[src/rtl/seg_display_ctrl.sv]
// Registered NDIG-digit 7-segment driver: hex or decimal (serial double-dabble) with LZ blanking and overflow.
// Optional blink gating is enabled by defining SEG_DISPLAY_CTRL_BLINK_EN.
module seg_display_ctrl #(
   parameter int NDIG     = 6,
   parameter int WIDTH    = 20,
   parameter int LZ_BLANK = 1
`ifdef SEG_DISPLAY_CTRL_BLINK_EN
   , parameter int BLINK_DIV = 25_000_000
`endif
) (
   input  logic              CLK,
   input  logic              RST,
   input  logic [WIDTH-1:0]  VALUE,
   input  logic              LOAD,
   input  logic              DEC_MODE,
   input  logic [NDIG-1:0]   DP,
`ifdef SEG_DISPLAY_CTRL_BLINK_EN
   input  logic              BLINK,
`endif
   output logic              BUSY,
   output logic [8*NDIG-1:0] HEX_OUT,
   output logic [1:0]        DBG_STATE
);

   // Handshake: LOAD is a request sampled only while BUSY=0; BUSY=1 from the capture
   // edge until the edge that registers the new display. Requests while busy are dropped.

   localparam int BW = 4 * (NDIG + 1);
   localparam int CW = $clog2(WIDTH + 1);
   localparam int EW = 4 * NDIG + WIDTH;

   typedef enum logic [1:0] {
      S_IDLE   = 2'd0,
      S_SHIFT  = 2'd1,
      S_FORMAT = 2'd2
   } state_t;

   state_t              state_q, state_d;
   logic [WIDTH-1:0]    val_q, val_d;
   logic                dec_q, dec_d;
   logic [NDIG-1:0]     dp_q, dp_d;
   logic [BW-1:0]       bcd_q, bcd_d;
   logic                ovf_q, ovf_d;
   logic [CW-1:0]       cnt_q, cnt_d;
   logic [8*NDIG-1:0]   hex_q, hex_d;
   logic [BW-1:0]       adj;
   logic [EW-1:0]       ext;
   logic [8*NDIG-1:0]   fmt;
   logic                ovf;
   logic                lead;
   logic [3:0]          nib;

   function automatic logic [6:0] seg7(input logic [3:0] n);
      case (n)
         4'h0: seg7 = 7'h40;  4'h1: seg7 = 7'h79;  4'h2: seg7 = 7'h24;  4'h3: seg7 = 7'h30;
         4'h4: seg7 = 7'h19;  4'h5: seg7 = 7'h12;  4'h6: seg7 = 7'h02;  4'h7: seg7 = 7'h78;
         4'h8: seg7 = 7'h00;  4'h9: seg7 = 7'h10;  4'hA: seg7 = 7'h08;  4'hB: seg7 = 7'h03;
         4'hC: seg7 = 7'h46;  4'hD: seg7 = 7'h21;  4'hE: seg7 = 7'h06;  default: seg7 = 7'h0E;
      endcase
   endfunction

   always_comb begin
      adj = bcd_q;
      for (int n = 0; n < NDIG + 1; n++) begin
         if (bcd_q[4*n +: 4] >= 4'd5) adj[4*n +: 4] = bcd_q[4*n +: 4] + 4'd3;
      end
   end

   assign ext = {{(4*NDIG){1'b0}}, val_q};

   // A bit pushed out of the top BCD nibble is sticky overflow, so narrow NDIG never wraps.
   always_comb begin
      fmt  = '1;
      lead = 1'b1;
      nib  = 4'd0;
      if (dec_q) ovf = ovf_q | (bcd_q[BW-1 -: 4] != 4'd0);
      else       ovf = ((ext >> (4*NDIG)) != '0);
      for (int i = NDIG - 1; i >= 0; i--) begin
         nib  = dec_q ? bcd_q[4*i +: 4] : ext[4*i +: 4];
         lead = lead & (nib == 4'd0) & ~dp_q[i];
         if (ovf)                                 fmt[8*i +: 8] = 8'hBF;
         else if (LZ_BLANK != 0 && lead && i != 0) fmt[8*i +: 8] = {~dp_q[i], 7'h7F};
         else                                     fmt[8*i +: 8] = {~dp_q[i], seg7(nib)};
      end
   end

   always_comb begin
      state_d = state_q;
      val_d   = val_q;
      dec_d   = dec_q;
      dp_d    = dp_q;
      bcd_d   = bcd_q;
      ovf_d   = ovf_q;
      cnt_d   = cnt_q;
      hex_d   = hex_q;
      case (state_q)
         S_IDLE: begin
            if (LOAD) begin
               val_d   = VALUE;
               dec_d   = DEC_MODE;
               dp_d    = DP;
               bcd_d   = '0;
               ovf_d   = 1'b0;
               cnt_d   = '0;
               state_d = DEC_MODE ? S_SHIFT : S_FORMAT;
            end
         end
         S_SHIFT: begin
            bcd_d = {adj[BW-2:0], val_q[WIDTH-1]};
            val_d = val_q << 1;
            ovf_d = ovf_q | adj[BW-1];
            cnt_d = cnt_q + 1'b1;
            if (cnt_q == CW'(WIDTH - 1)) state_d = S_FORMAT;
         end
         S_FORMAT: begin
            hex_d   = fmt;
            state_d = S_IDLE;
         end
         default: state_d = S_IDLE;
      endcase
   end

   always_ff @(posedge CLK) begin
      if (RST) begin
         state_q <= S_IDLE;
         val_q   <= '0;
         dec_q   <= 1'b0;
         dp_q    <= '0;
         bcd_q   <= '0;
         ovf_q   <= 1'b0;
         cnt_q   <= '0;
         hex_q   <= '1;
      end else begin
         state_q <= state_d;
         val_q   <= val_d;
         dec_q   <= dec_d;
         dp_q    <= dp_d;
         bcd_q   <= bcd_d;
         ovf_q   <= ovf_d;
         cnt_q   <= cnt_d;
         hex_q   <= hex_d;
      end
   end

   assign BUSY      = (state_q != S_IDLE);
   assign DBG_STATE = state_q;

`ifdef SEG_DISPLAY_CTRL_BLINK_EN
   localparam int DW = (BLINK_DIV > 1) ? $clog2(BLINK_DIV) : 1;

   logic [DW-1:0] div_q;
   logic          phase_q;

   always_ff @(posedge CLK) begin
      if (RST) begin
         div_q   <= '0;
         phase_q <= 1'b1;
      end else if (div_q == DW'(BLINK_DIV - 1)) begin
         div_q   <= '0;
         phase_q <= ~phase_q;
      end else begin
         div_q   <= div_q + 1'b1;
      end
   end

   // Blanking is applied after the register so the held display survives the off phase.
   assign HEX_OUT = (BLINK && !phase_q) ? '1 : hex_q;
`else
   assign HEX_OUT = hex_q;
`endif

endmodule

[config.mk]
export PLATFORM = sky130hd
export DESIGN_NAME = seg_display_ctrl
export DESIGN_NICKNAME = d
export VERILOG_FILES = /design/src/rtl/seg_display_ctrl.sv
export SDC_FILE = /design/constraint.sdc
export NUM_CORES = 1
export LEC_CHECK = 0
export ABC_CLOCK_PERIOD_IN_PS = 3600
export BUFFER_PORTS_ARGS = -buffer_cell sky130_fd_sc_hd__buf_2
export CORE_MARGIN = 2
export CORE_UTILIZATION = 40
export DETAILED_ROUTE_END_ITERATION = 10
export PLACE_DENSITY_LB_ADDON = 0.1
export SLEW_MARGIN = 20
export SYNTH_ARGS = -nofsm -noshare
export SYNTH_HDL_FRONTEND = slang
export SYNTH_SLANG_ARGS = --single-unit
[constraint.sdc]
create_clock -name CLK -period 3.6 [get_ports CLK]
set_clock_uncertainty 0.05 [all_clocks]
set_input_delay 0.36 -clock CLK [delete_from_list [all_inputs] [get_ports CLK]]
set_output_delay 0.36 -clock CLK [all_outputs]
set_load 0.02 [all_outputs]
After elaboration in Yosys (flattened, before gate mapping)
Memories as Yosys holds them, arrays and structs flattened.
Cells that the tools add are included.
{"block": "word_totals", "register_bits": 111, "latchBits": 0, "ramBits": 0, "romBits": 672, "input_bits": 30, "output_inout_bits": 51, "word_cells": 100, "n_memories": 6}
{"block": "op_classes", "add_sub_neg": 8, "n_mul": 0, "n_div": 0, "magnitude_cmp": 7, "eq_ne": 5, "shifts": 0, "muxes": 37, "bitwise_logic": 17, "reduce_logical": 12}
{"name": "(no name shown)", "depth": 16, "width": 7, "read_ports": 1, "rd_clocked_by_memory_dff": 0, "wr": 0, "line_no": "54", "rtl": "case (n)"}
{"name": "(no name shown)", "depth": 16, "width": 7, "read_ports": 1, "rd_clocked_by_memory_dff": 0, "wr": 0, "line_no": "54"}
{"name": "(no name shown)", "depth": 16, "width": 7, "read_ports": 1, "rd_clocked_by_memory_dff": 0, "wr": 0, "line_no": "54"}
{"name": "(no name shown)", "depth": 16, "width": 7, "read_ports": 1, "rd_clocked_by_memory_dff": 0, "wr": 0, "line_no": "54"}
{"name": "(no name shown)", "depth": 16, "width": 7, "read_ports": 1, "rd_clocked_by_memory_dff": 0, "wr": 0, "line_no": "54"}
{"name": "(no name shown)", "depth": 16, "width": 7, "read_ports": 1, "rd_clocked_by_memory_dff": 0, "wr": 0, "line_no": "54"}
{"op": "one-hot mux 28 bit (2 select lines)", "n": 1}
{"op": "2-to-1 mux 4 bit", "n": 13}
{"op": "2-to-1 mux 8 bit", "n": 6}
{"op": "one-hot mux 20 bit (2 select lines)", "n": 1}
{"op": "2-to-1 mux 7 bit", "n": 5}
{"op": "adder 4 x 2 -> 4 bit, second input constant", "n": 7}
{"op": "greater-or-equal comparator 4 x 3 -> 1 bit, second input constant", "n": 7}
{"op": "2-to-1 mux 28 bit", "n": 1}
{"op": "logical NOT 4 bit", "n": 5}
{"op": "2-to-1 mux 20 bit", "n": 1}
{"op": "one-hot mux 5 bit (2 select lines)", "n": 1}
{"op": "AND 1 bit", "n": 9}
{"op": "2-to-1 mux 2 bit", "n": 3}
{"op": "inverter 1 bit", "n": 6}
{"op": "AND reduction 2 bit", "n": 3}
{"op": "adder 5 x 1 -> 5 bit, second input constant", "n": 1}
{"op": "== test 5 bit, second input constant", "n": 1}
{"op": "2-to-1 mux 5 bit", "n": 1}
{"op": "inequality test 2 bit, second input constant", "n": 2}
{"op": "one-hot mux 2 bit (2 select lines)", "n": 1}
{"op": "nonzero test 2 bit", "n": 2}
{"op": "nonzero test 4 bit", "n": 1}
{"op": "== test 2 x 1 -> 1 bit, second input constant", "n": 1}
{"op": "== test 2 bit, second input constant", "n": 1}
{"op": "4 further kinds", "n": 6}

Depth between registers and ports, before layout
{"block": "logic_depth", "ltp_word": 13, "depth_mapped": 13, "depth_no_buf": 8}

Worst setup path after synthesis
No wires, ideal clock.
{"block": "synth_path", "path_type": "flip-flop to flip-flop", "start": "reg dec_q", "end": "reg hex_q[21] (netlist: HEX_OUT[21])", "setup_time_ns": 0.058, "arrival_time_ns": 2.489, "required_time_ns": 3.492, "setup_slack_ns": 1.002, "stages_incl_launch_ff": 14, "n_path_buf": 6, "synth_period_minus_slack_ns": 2.598, "cell_sequence": "dfxtp_1 > buf_6 > buf_12 > buf_12 > buf_12 > buf_6 > nand2_1 > ha_1 > nor4bb_1 > nand4_1 > nor3_2 > or3_1 > buf_4 > o22a_1"}
{"block": "synth_between", "elab_chain_len": 11, "elab_cells_between_ends": 19, "classes_between": "mux (7); bitwise (7); reduce/logical (4); memory (1)"}
{"element": "from (decl)", "line_no": "40", "rtl": "logic dec_q, dec_d;"}
{"element": "from (signal assigned)", "line_no": "127", "rtl": "dec_q <= 1'b0;"}
{"element": "from (signal assigned)", "line_no": "136", "rtl": "dec_q <= dec_d;"}
{"element": "2-to-1 mux 4 bit", "line_no": "79", "rtl": "nib = dec_q ? bcd_q[4*i +: 4] : ext[4*i +: 4];"}
{"element": "logical NOT 4 bit", "line_no": "80", "rtl": "lead = lead & (nib == 4'd0) & ~dp_q[i];"}
{"element": "AND 1 bit (7 in series)", "line_no": "80"}
{"element": "2-to-1 mux 7 bit", "line_no": "82", "rtl": "else if (LZ_BLANK != 0 && lead && i != 0) fmt[8*i +: 8] = {~dp_q[i], 7'h7F};"}
{"element": "2-to-1 mux 8 bit (*)", "line_no": "81", "rtl": "if (ovf) fmt[8*i +: 8] = 8'hBF;"}
{"element": "to (signal assigned)", "line_no": "132", "rtl": "hex_q <= '1;"}
{"element": "to (signal assigned)", "line_no": "141", "rtl": "hex_q <= hex_d;"}
{"element": "to (decl)", "line_no": "45", "rtl": "logic [8*NDIG-1:0] hex_q, hex_d;"}
Every way passes the cells marked *; elsewhere a longest branch is shown, timed or not.
A chain may end at the register's enable or synchronous reset.

Final worst setup path
{"block": "layout_path", "start": "reg dec_q", "end": "reg hex_q[3] (netlist: HEX_OUT[3])"}
{"block": "layout_between", "elab_chain_len": 3, "elab_cells_between_ends": 4, "classes_between": "mux (3); memory (1)"}
{"element": "2-to-1 mux 4 bit", "line_no": "79"}
{"element": "memory (16 x 7 bit)"}
{"element": "2-to-1 mux 8 bit (*)", "line_no": "81"}
Marks and branches as above.

==> impl_metrics.env <==
export IMPL_outcome="completed"
export IMPL_wl_um=16890
export IMPL_slowest_stage="dfxtp_2"
export IMPL_synth_area_per_cell_um2=8.466
export IMPL_die_width_um=132.0
export IMPL_nNetsFinal=904
export IMPL_worst_pin_slew_ps=983.6
export IMPL_hp_class="in -> reg"
export IMPL_area_delta_synth_final_pct=12.72
export IMPL_rsz0062_at_grt="no"
export IMPL_synth_cell_types=67
export IMPL_synth_top_area_cell="dfxtp_1"
export IMPL_ios=81
export IMPL_crit_type="reg -> reg"
export IMPL_grt_pass1_wl_um=27770
export IMPL_cts_buffers_inserted=9
export IMPL_comb_power_share=0.210
export IMPL_via_per_inst=5.572
export IMPL_ff2ff_setup_slack_ps=580
export IMPL_ys_flop_type="dfxtp_1"
export IMPL_cts_setup_buffers=0
export IMPL_cts_root_buf="clkbuf_16"
export IMPL_power_switching_mw=0.9467
export IMPL_fin_crit_ps=3018
export IMPL_irDropWorstVdd_mv=0.2904
export IMPL_critical_path_cell_chain="buf_4 > buf_4 > mux2i_1 > inv_1 > ha_1 > mux4_2 > o22ai_1 > nand2b_1"
export IMPL_first_pass_iters=7
export IMPL_ctsResizeCount=0
export IMPL_maxCapViolCount=0
export IMPL_antennaDiodeCount=0
export IMPL_drv_slew=0
export IMPL_pwr_share_clk=0.353
export IMPL_synth_edff_count=0
export IMPL_drt_iter0_drc=455
export IMPL_synth_most_common_cell="dfxtp_1"
export IMPL_die_height_um=132.0
export IMPL_grt_max_degree=57
export IMPL_cts_tree="built"
export IMPL_slowest_delay_ps=560
export IMPL_worstPathArrival_ps=3220
export IMPL_synthArstFlopShare=0
export IMPL_synthTopCellsByArea="dfxtp_1 34%, ha_1 9.4%, nand2_1 5.8%"
export IMPL_dr_total_vias=5828
export IMPL_intPower_mw=2.159
export IMPL_gr_total_overflow=0
export IMPL_initial_utilization=0.4110
export IMPL_cts_buffer_depth=2
export IMPL_critPathLaunchType="flop"
export IMPL_p_per_area_mw_per_mm2=420.4
export IMPL_num_rows=46
export IMPL_cp_max_fo=16
export IMPL_die_area_mm2=0.01742
export IMPL_synth_nets=853
export IMPL_clkSinkCount=111
export IMPL_crit_required_ps=3800
export IMPL_maxSlewHeadroom=0.3442
export IMPL_p_leak_nw=2.945
export IMPL_first_global_vias=5376
export IMPL_grt_usage=0.1945
export IMPL_numPortBuffers=80
export IMPL_seq_area_frac_synth=0.3391
export IMPL_synth_area_mm2=0.006553
export IMPL_yosys_warnings=0
export IMPL_synth_commonest_cells="111 x dfxtp_1, 102 x nand2_1, 91 x nor2_1"
export IMPL_finalSetupViolCount=0
export IMPL_syn_inst=774
export IMPL_ant_nets=0
export IMPL_htree_levels=3
export IMPL_fillCellCount=1612
export IMPL_dp_hpwl_um=12240
export IMPL_drc=0
export IMPL_setup_tns_ps=0
export IMPL_final_util=0.4633
export IMPL_clk_latency_ps=360
export IMPL_finalHoldViolations=0
export IMPL_fmax_ghz=0.3314
export IMPL_post_route_period_util=0.8383
export IMPL_gp_congestion=0.8259
export IMPL_holdBufCountCts=0
export IMPL_drive_above_1_share=0.1735
export IMPL_p_sw_frac=0.3049
export IMPL_clk_pin_slew_ps=80
export IMPL_cp_common_cell="buf_4"
export IMPL_core_mm2=0.01594
export IMPL_wl_per_cell_um=16.15
export IMPL_antenna_found_initial=0
export IMPL_seqPwrFrac=0.437
export IMPL_end_kind="flop"
export IMPL_synth_seq_cells=111
export IMPL_yosys_area_top_type_share=0.3391
==> final cells by class <==
cell class                 instances  area (µm²)  area share
inverter                          33       123.9     0.01677
tap                              216       270.3     0.03659
timing repair buffer              90       488.0     0.06607
sequential                       111        2223      0.3010
multi-input combinational        580        3960      0.5362
clock inverter                     6       91.34     0.01237
clock buffer                      10       229.0     0.03100
==> stage by stage <==
stage | hold slack [ps] | cell area (µm²) | std cells | total power [mW] | setup slack, ps
after floorplan | 386.6 | 6553 | 774 | 1.856 | 1002
after global placement | 392.2 | 7066 | 1030 | 2.025 | 767.3
after detailed placement | 401.0 | 7066 | 1030 | 2.039 | 589.3
after CTS | 172.3 | 7386 | 1046 | 3.147 | 579.0
after global routing | 199.1 | 7386 | 1046 | 3.269 | 323.7
final | 187.8 | 7386 | 1046 | 3.105 | 582.2
==> logic make-up after synthesis <==
kind of cell             synth area share
AND/OR/NAND/NOR                    0.1799
AO/OA/AOI/OAI                      0.2351
flip-flops                         0.3391
buffers and inverters             0.05920
adder cells (fa/ha/maj)           0.09357
multiplexers                      0.07581
XOR/XNOR                          0.01738
==> per-layer routing <==
layer	global-route usage	vias up	part of all wire
met5	0	-	0
met4	0.08394	0	0.023
met3	0.02576	20	0.045
met2	0.2995	163	0.44
met1	0.2726	2774	0.49
li1	-	2871	-
==> power by group through the flow <==
stage          clock network (mW)  registers [mW]  logic, mW
3_3_place_gp                    0            1.38      0.640
4_1_cts                      1.13            1.36      0.655
2_1_floorplan                   0            1.41      0.449
3_5_place_dp                    0            1.39      0.653
5_1_grt                      1.18            1.37      0.724
6_report                     1.10            1.36      0.653
==> registers in the layout, indices dropped and copies added (netlist names) <==
signal / count
dp_q: 6
bcd_q: 28
val_q: 20
cnt_q: 5
DBG_STATE: 2
dec_q: 1
HEX_OUT: 48
ovf_q: 1
==> worst max-delay path, delay by kind of cell (launching register included) <==
| family | cells | cell delay, ps |
|---|---|---|
| AOI/OAI and AO/OA | 1 | 120 |
| adders and majority gates | 1 | 280 |
| buffers and inverters | 3 | 830 |
| DFF | 1 | 560 |
| muxes | 2 | 1010 |
| and+or+nand+nor | 1 | 60 |
==> worst paths after layout <==
kind                        start                       to  depth (start not counted)
min                         DP[1]     dp_q[1]$_SDFFE_PP0P_                          3
max            dec_q$_SDFFE_PP0P_  HEX_OUT[3]$_SDFFE_PP1N_                          8
min reg2reg  dp_q[0]$_SDFFE_PP0P_     dp_q[0]$_SDFFE_PP0P_                          2
max reg2reg    dec_q$_SDFFE_PP0P_  HEX_OUT[3]$_SDFFE_PP1N_                          8
==> cells in the final DEF (no fill, tap or decap), drive strengths merged, types with 10 or more instances in the layout <==
master / count
a311oi: 21
clkbuf: 10
a22oi: 13
dfxtp: 111
inv: 36
nand2b: 22
o21bai: 14
nand3: 10
nor2: 92
o21ai: 23
a21oi: 44
nand2: 103
a32oi: 14
buf: 90
ha: 49
mux2i: 27
xnor2: 13
a31oi: 12
Note: power is estimated with default switching activity, not from simulation.
